File: src/rtl/uart_int_pkg.sv
// uart_int_pkg: shared types and defaults for the UART interrupt controller.
//   BYTE_W         data byte width
//   DEF_DEPTH      default receive FIFO depth (power of two, >= 2)
//   DEF_GAP_CYCLES default low-gap length on int0 after each acknowledge (>= 1)
//   state_t        interrupt handshake FSM states
package uart_int_pkg;

    localparam int BYTE_W         = 8;
    localparam int DEF_DEPTH      = 4;
    localparam int DEF_GAP_CYCLES = 2;

    typedef enum logic [1:0] {
        IDLE,
        ASSERT,
        GAP
    } state_t;

endpackage

File: src/rtl/uart_int_ctrl_byte_fifo.sv
// byte_fifo: byte FIFO with occupancy count and drop detection for the UART path.
//   clk_i    system clock, rising edge
//   rst_ni   asynchronous active-low reset (empties the FIFO)
//   push_i   write request, data_i is stored if space exists or a pop coincides
//   data_i   byte to store
//   pop_i    remove the head byte (ignored when empty)
//   head_o   head byte, 0 when empty
//   count_o  occupancy, 0..DEPTH
//   empty_o  count_o == 0
//   drop_o   push_i was refused because the FIFO was full with no pop
module byte_fifo
    import uart_int_pkg::*;
#(
    parameter int DEPTH = DEF_DEPTH
) (
    input  logic                   clk_i,
    input  logic                   rst_ni,
    input  logic                   push_i,
    input  logic [BYTE_W-1:0]      data_i,
    input  logic                   pop_i,
    output logic [BYTE_W-1:0]      head_o,
    output logic [$clog2(DEPTH):0] count_o,
    output logic                   empty_o,
    output logic                   drop_o
);

    localparam int AW = $clog2(DEPTH);
    localparam int CW = AW + 1;

    logic [BYTE_W-1:0] mem_q [DEPTH];
    logic [AW-1:0]     wr_ptr_q, wr_ptr_d;
    logic [AW-1:0]     rd_ptr_q, rd_ptr_d;
    logic [CW-1:0]     count_q, count_d;
    logic              full, push_ok, pop_ok;

    assign empty_o = count_q == '0;
    // DEPTH is a power of two, so the count MSB is set only when full
    assign full    = count_q[AW];
    assign pop_ok  = pop_i && !empty_o;
    // a pop in the same cycle frees the slot the push lands in
    assign push_ok = push_i && (!full || pop_ok);
    assign drop_o  = push_i && !push_ok;

    always_comb begin
        wr_ptr_d = push_ok ? wr_ptr_q + 1'b1 : wr_ptr_q;
        rd_ptr_d = pop_ok ? rd_ptr_q + 1'b1 : rd_ptr_q;
        count_d  = count_q + CW'(push_ok) - CW'(pop_ok);
    end

    always_ff @(posedge clk_i or negedge rst_ni) begin
        if (!rst_ni) begin
            wr_ptr_q <= '0;
            rd_ptr_q <= '0;
            count_q  <= '0;
        end else begin
            wr_ptr_q <= wr_ptr_d;
            rd_ptr_q <= rd_ptr_d;
            count_q  <= count_d;
        end
    end

    // storage needs no reset: empty_o masks stale contents
    always_ff @(posedge clk_i) begin
        if (push_ok) mem_q[wr_ptr_q] <= data_i;
    end

    assign head_o  = empty_o ? '0 : mem_q[rd_ptr_q];
    assign count_o = count_q;

endmodule

File: src/rtl/uart_int_ctrl.sv
// uart_int_ctrl: buffers UART bytes and interrupts the CPU once per byte; owns the LED register.
//   clk_i             system clock, rising edge
//   rst_ni            asynchronous active-low reset
//   rx_valid_i        one-cycle strobe, rx_byte_i valid
//   rx_byte_i         received byte
//   int0_o            registered interrupt request to the CPU
//   uart_read_end_i   CPU acknowledge: head byte consumed
//   uart_read_byte_o  FIFO head byte, 0 when empty (combinational)
//   leds_write_i      LED write strobe
//   leds_write_byte_i LED data
//   leds_o            LED register
//   overflow_o        sticky flag, a received byte was dropped
//   ovf_clr_i         clears overflow_o (a simultaneous drop wins)
//   count_o           FIFO occupancy
module uart_int_ctrl
    import uart_int_pkg::*;
#(
    parameter int DEPTH      = DEF_DEPTH,
    parameter int GAP_CYCLES = DEF_GAP_CYCLES
) (
    input  logic                   clk_i,
    input  logic                   rst_ni,
    input  logic                   rx_valid_i,
    input  logic [BYTE_W-1:0]      rx_byte_i,
    output logic                   int0_o,
    input  logic                   uart_read_end_i,
    output logic [BYTE_W-1:0]      uart_read_byte_o,
    input  logic                   leds_write_i,
    input  logic [BYTE_W-1:0]      leds_write_byte_i,
    output logic [BYTE_W-1:0]      leds_o,
    output logic                   overflow_o,
    input  logic                   ovf_clr_i,
    output logic [$clog2(DEPTH):0] count_o
);

    localparam int GW = $clog2(GAP_CYCLES + 1);

    state_t            state_q, state_d;
    logic [GW-1:0]     gap_q, gap_d;
    logic              int0_q;
    logic              ovf_q, ovf_d;
    logic [BYTE_W-1:0] leds_q, leds_d;
    logic              pop, drop, empty;

    // an acknowledge only counts while the interrupt is being presented
    assign pop = (state_q == ASSERT) && uart_read_end_i;

    byte_fifo #(.DEPTH(DEPTH)) u_fifo (
        .clk_i   (clk_i),
        .rst_ni  (rst_ni),
        .push_i  (rx_valid_i),
        .data_i  (rx_byte_i),
        .pop_i   (pop),
        .head_o  (uart_read_byte_o),
        .count_o (count_o),
        .empty_o (empty),
        .drop_o  (drop)
    );

    always_comb begin
        state_d = state_q;
        gap_d   = gap_q;
        case (state_q)
            IDLE:    if (!empty) state_d = ASSERT;
            ASSERT: begin
                if (uart_read_end_i) begin
                    state_d = GAP;
                    gap_d   = GW'(GAP_CYCLES);
                end
            end
            GAP: begin
                // leaving as the counter reaches 0 gives GAP_CYCLES+1 low cycles overall
                gap_d = gap_q - 1'b1;
                if (gap_d == '0) state_d = IDLE;
            end
            default: state_d = IDLE;
        endcase
        ovf_d  = drop | (ovf_q & ~ovf_clr_i);
        leds_d = leds_write_i ? leds_write_byte_i : leds_q;
    end

    always_ff @(posedge clk_i or negedge rst_ni) begin
        if (!rst_ni) begin
            state_q <= IDLE;
            gap_q   <= '0;
            int0_q  <= 1'b0;
            ovf_q   <= 1'b0;
            leds_q  <= '0;
        end else begin
            state_q <= state_d;
            gap_q   <= gap_d;
            int0_q  <= state_d == ASSERT;
            ovf_q   <= ovf_d;
            leds_q  <= leds_d;
        end
    end

    assign int0_o     = int0_q;
    assign overflow_o = ovf_q;
    assign leds_o     = leds_q;

endmodule

File: config.mk
export PLATFORM = sky130hd
export DESIGN_NAME = uart_int_ctrl
export DESIGN_NICKNAME = d
export VERILOG_FILES = /design/src/rtl/uart_int_pkg.sv /design/src/rtl/uart_int_ctrl_byte_fifo.sv /design/src/rtl/uart_int_ctrl.sv
export SDC_FILE = /design/constraint.sdc
export NUM_CORES = 1
export LEC_CHECK = 0
export ABC_AREA = 0
export BUFFER_PORTS_ARGS = -buffer_cell sky130_fd_sc_hd__buf_2
export CAP_MARGIN = 20
export CORE_AREA = 2 2 51 100
export CTS_CLUSTER_SIZE = 40
export DETAILED_ROUTE_END_ITERATION = 10
export DIE_AREA = 0 0 53 102
export GPL_TIMING_DRIVEN = 0
export PLACE_DENSITY = 0.83
export SETUP_SLACK_MARGIN = 0.4
export SLEW_MARGIN = 40
export SYNTH_ARGS = -nofsm -noshare
export SYNTH_HDL_FRONTEND = slang
export SYNTH_SLANG_ARGS = --single-unit
export TNS_END_PERCENT = 30
File: constraint.sdc
create_clock -name clk_i -period 2.1 [get_ports clk_i]
set_input_delay 0.42 -clock clk_i [delete_from_list [all_inputs] [get_ports clk_i]]
set_output_delay 0.42 -clock clk_i [all_outputs]
set_load 0.02 [all_outputs]
# Word-level counts from Yosys, hierarchy flattened
# Memories as Yosys holds them, arrays and structs flattened.
# Cells that the tools add are included.
# totals
regBits	21
ram_bits	32
rom_bits	0
wordCells	43
mem_count	1
inputBits	22
latchBits	0
# op_classes
n_shift	0
n_div	0
n_reduce_logical	13
magnitude_cmp	0
add_sub_neg	5
eq_ne	4
n_bitwise	3
multipliers	0
mux	9
# memory_table
name	depth	word_bits	rd	rd_ports_with_merged_regs	write_ports	line_no	source
u_fifo.mem_q	4	8	1	0	1	uart_int_ctrl_byte_fifo.sv:30	logic [BYTE_W-1:0] mem_q [DEPTH];
# ops
cell	count
2-bit 2-to-1 mux	4
8-bit 2-to-1 mux	1
2-bit case mux with 3 select lines	1
2-bit by 1-bit adder with 2-bit output, second input constant	2
2-bit by 1-bit equality test with 1-bit output, second input constant	2
1-bit logical AND	4
2-bit zero test	2
2-bit case mux with 2 select lines	1
3-bit by 1-bit adder with 3-bit output	1
1-bit zero test	3
3-bit zero test	1
3-bit by 1-bit subtractor with 3-bit output	1
2-bit equality test, second input constant	1
1-bit 2-to-1 mux	2
2-bit != test, second input constant	1
2-bit AND reduction	1
2-bit nonzero test	1
2-bit by 1-bit subtractor with 2-bit output, second input constant	1
1-bit AND	1
1-bit logical OR	1
1-bit NOT	1
1-bit OR	1

# Logic depth before layout (Yosys ltp)
# logic_depth
ltp_word	8
depth_mapped	8
ltp_nobuf	8

# By module
# From an unflattened synthesis, not the netlist that was laid out.
# unflattened
cells_unflattened	131
area_unflattened_um2	2189.6
# modules_own_cells
mod	cells_each	seq_area_each_um2	area_per_inst_um2	instances
byte_fifo	90	1136.1	1625.3	1
uart_int_ctrl	41	350.3	564.3	1

# Worst setup path after synthesis
# Ideal clock, no wire load.
# synth_path
path_type	register -> register
from	reg u_fifo.count_q[1] (netlist: u_fifo.count_o[1])
to	reg u_fifo.count_q[2] (netlist: u_fifo.count_o[2])
n_path_buf	0
required_time_ns	1.977
arrival_ns	2.085
setup_slack_ns	-0.108
stages_incl_launch_ff	9
cell_sequence	dfrtp_1 nor3_4 nor2_1 ha_1 inv_1 ha_1 fa_1 xnor2_1 xnor2_1
# synth_via
elab_chain_len	7
# synth_lines
element	line_no	source
start, declared	uart_int_ctrl_byte_fifo.sv:33	logic [CW-1:0] count_q, count_d;
start signal, assigned	uart_int_ctrl_byte_fifo.sv:58	count_q <= count_d;
3-bit zero test (*)	uart_int_ctrl_byte_fifo.sv:36	assign empty_o = count_q == '0;
1-bit zero test (*)	uart_int_ctrl_byte_fifo.sv:39	assign pop_ok = pop_i && !empty_o;
1-bit logical AND (*)	uart_int_ctrl_byte_fifo.sv:39	
named net u_fifo.pop_ok	uart_int_ctrl_byte_fifo.sv:34	logic full, push_ok, pop_ok;
1-bit logical OR	uart_int_ctrl_byte_fifo.sv:41	assign push_ok = push_i && (!full || pop_ok);
1-bit logical AND	uart_int_ctrl_byte_fifo.sv:41	
3-bit by 1-bit adder with 3-bit output	uart_int_ctrl_byte_fifo.sv:47	count_d = count_q + CW'(push_ok) - CW'(pop_ok);
3-bit by 1-bit subtractor with 3-bit output (*)	uart_int_ctrl_byte_fifo.sv:47	
named net u_fifo.count_d[2]	uart_int_ctrl_byte_fifo.sv:33	
# The timed path passes the listed nets; every way through them passes the cells marked *.
# A chain may end at the register's enable or synchronous reset.

# Worst setup path in the final report
# layout_path
from	reg u_fifo.rd_ptr_q[0]
to	out uart_read_byte_o[3]
# layout_via
elab_chain_len	2
# layout_lines
element	line_no	source
start, declared	uart_int_ctrl_byte_fifo.sv:32	logic [AW-1:0] rd_ptr_q, rd_ptr_d;
start signal, assigned	uart_int_ctrl_byte_fifo.sv:57	rd_ptr_q <= rd_ptr_d;
memory read 4 x 8 bit	-	
8-bit 2-to-1 mux	uart_int_ctrl_byte_fifo.sv:67	assign head_o = empty_o ? '0 : mem_q[rd_ptr_q];
end, declared	uart_int_ctrl.sv:27	output logic [BYTE_W-1:0] uart_read_byte_o,
# Every way passes these cells.

==> results.sh <==
export IMPL_vias_per_cell=5.14
export IMPL_r2r_start="u_fifo.count_o[2]$_DFF_PN0_"
export IMPL_synth_cells=125
export IMPL_cts_sinks=53
export IMPL_final_hold_viol_count=0
export IMPL_yosysWarningCount=0
export IMPL_root_buffer="clkbuf_8"
export IMPL_slew_viol_final=0
export IMPL_crit_required_ns=1.68
export IMPL_end_kind="output port"
export IMPL_synth_top_flop_cell="edfxtp_1"
export IMPL_wirelength_um=3720
export IMPL_start_util_pct=47.9
export IMPL_synth_edf_count=32
export IMPL_first_pass_iters=4
export IMPL_fp_dieH_um=102
export IMPL_r2r_slack_ns=0.08
export IMPL_post_route_period_util_pct=96.3
export IMPL_fin_skew_ns=0.00944
export IMPL_place_inst=221
export IMPL_fin_setup_tns_ns=0
export IMPL_nNetsFinal=213
export IMPL_cts_made_buffers=5
export IMPL_die_w_um=53
export IMPL_drtIter0Drc=22
export IMPL_powerDensity_nw_per_um2=1360
export IMPL_grt_usage_pct=15.1
export IMPL_clk_pin_slew_ns=0.09
export IMPL_stdcell_count=239
export IMPL_r2r_end="u_fifo.count_o[2]$_DFF_PN0_"
export IMPL_wl_per_cell_um=15.6
export IMPL_grt_pass1_vias=1268
export IMPL_synthesis_nets=155
export IMPL_yosysSeqAreaShare_pct=67.5
export IMPL_gp_congestion=0.740
export IMPL_arrival_ns=1.60
export IMPL_slew_limit_headroom_pct=69.1
export IMPL_critPathCapture="uart_read_byte_o[3]"
export IMPL_outcome="completed"
export IMPL_fmax_mhz=495
export IMPL_dieArea_sq_um=5410
export IMPL_diodes=0
export IMPL_grt_overflow=0
export IMPL_startpoint="u_fifo.rd_ptr_q[0]$_DFFE_PN0P_"
export IMPL_max_vdd_ir_drop_v=0.000788
export IMPL_postRouteAntennaNets=0
export IMPL_cap_violations=0
export IMPL_clkLatencyLatePin_ns=0.29
export IMPL_port_buffers=41
export IMPL_synth_ff_latch_count=53
export IMPL_grt_max_degree=22
export IMPL_synth_distinct_cells=28
export IMPL_cp_max_fo=9
export IMPL_cts_buffer_depth=2
export IMPL_synth_async_reset_ratio_pct=39.6
export IMPL_worst_setup_path_start_kind="register"
export IMPL_ioPinCount=43
export IMPL_hold_path_class="input pin to asynchronous set/reset pin"
export IMPL_postSynthAreaPerCell_sq_um=17.6
export IMPL_hpwl_um=2730
export IMPL_syn_to_final_growth_pct=21.5
export IMPL_leakagePower_nw=1.11
export IMPL_drive_above_1_share_pct=50.5
export IMPL_core_rowCount=35
export IMPL_ctsHtreeMaxLevel=2
export IMPL_setup_violations=0
export IMPL_r2r_cells=8
export IMPL_drc=0
export IMPL_grt_first_pass_wirelength_um=5810
export IMPL_via_count=1228
export IMPL_rsz0062_at_grt="yes"
export IMPL_power_total_mw=3.63
export IMPL_cts_tree="yes"
export IMPL_period_needed_ns=2.02
export IMPL_coreArea_sq_um=4600
export IMPL_tightest_slew_ns=0.464
export IMPL_synth_area_sq_um=2200
export IMPL_antenna_found_initial=0
export IMPL_crit_type="register to output port"
[worst max-delay path: stages, from the launching register on]
cell,delay [ns]
dfrtp_1,0.37
buf_8,0.16
mux4_2,0.49
nor2b_1,0.15
buf_4,0.15
[power breakdown]
part | internal, mW | switching, mW
sequential | 1.37 | 0.152
combinational | 0.782 | 0.799
clock | 0.231 | 0.291
[layout make-up]
| cell class | count | area (sq um) |
|---|---|---|
| fillers | 364 | 1920 |
| multi-input cells | 60 | 682 |
| inverters | 9 | 33.8 |
| clock inverters | 2 | 10.0 |
| flip-flops and latches | 53 | 1490 |
| repair buffers | 51 | 293 |
| clock buffers | 6 | 72.6 |
| plain buffers | 3 | 23.8 |
| well taps | 55 | 68.8 |
[state kept, by name, indices dropped and copies added (netlist names)]
register	cells
int0_o	1
leds_o	8
state_q	2
u_fifo.mem_q	32
u_fifo.count_o	3
u_fifo.wr_ptr_q	2
gap_q	2
u_fifo.rd_ptr_q	2
overflow_o	1
[synthesized netlist by cell type (all sizes together) (2+ instances only)]
cell | count | area [sq um]
xnor2 | 3 | 26.3
o21ai | 3 | 15.0
inv | 9 | 33.8
mux4 | 8 | 180
clkbuf | 2 | 8.75
xor2 | 2 | 17.5
mux2 | 9 | 105
a211oi | 2 | 15.0
ha | 7 | 87.6
edfxtp | 32 | 961
nor2b | 9 | 56.3
nand2b | 2 | 12.5
dfrtp | 21 | 526
and2 | 4 | 25.0
[worst min-delay path by stage]
stage                            endpoint  slack (ns)  depth (start not counted)
floorplan            gap_q[0]$_DFFE_PN0P_        0.12                          0
global placement     gap_q[1]$_DFFE_PN0P_        0.38                          1
detailed placement  leds_o[2]$_DFFE_PN0P_        0.40                          1
CTS                  gap_q[1]$_DFFE_PN0P_        0.08                          1
global route        leds_o[2]$_DFFE_PN0P_        0.09                          1
finish              leds_o[2]$_DFFE_PN0P_        0.06                          1
[logic make-up after synthesis]
family | count (synthesis) | synth area share [%]
flip-flops | 53 | 67.5
XOR/XNOR | 5 | 1.99
AND/OR/NAND/NOR | 21 | 6.93
AO/OA/AOI/OAI | 8 | 2.84
buffers and inverters | 12 | 2.44
multiplexers | 18 | 13.4
adder cells (fa/ha/maj) | 8 | 4.89
[placed cells by master, fill, tap and decap left out, types with 3 or more instances in the layout]
master	instances
ha_1	6
mux2_2	8
inv_1	9
buf_2	36
o21ai_0	3
dfrtp_1	16
nor2b_1	9
mux4_2	8
buf_4	15
edfxtp_1	32
and2_2	4
clkbuf_8	5
dfrtp_2	5
[metrics by stage]
step           hold slack (ns)  utilization, %  setup slack (ns)  cell area (sq um)
6_report                0.0613            58.2            0.0778               2680
5_1_grt                 0.0888            58.2           -0.0144               2680
4_1_cts                 0.0764            56.2            0.0589               2590
3_5_place_dp             0.403            54.0            -0.241               2480
3_3_place_gp             0.384            54.0            -0.127               2480
2_1_floorplan            0.124               -           -0.0207               2210
[per-layer routing]
metal	share of wire (%)	vias to the layer above	GRT usage, %
met2	60	33	28.1
met4	1.5	0	5.33
li1	-	570	-
met1	35	619	15.9
met5	0	-	0
met3	4.2	6	3.51
[repair_timing]
action / CTS / global route
hold buffers: 0 / 0
buffers inserted: 2 / 8
cloned: 0 / 0
setup endpoints to repair: 43 / 34
resized for setup: 3 / 13
pin swaps: 1 / 3
No activity file was read; power rests on OpenSTA's default activity.
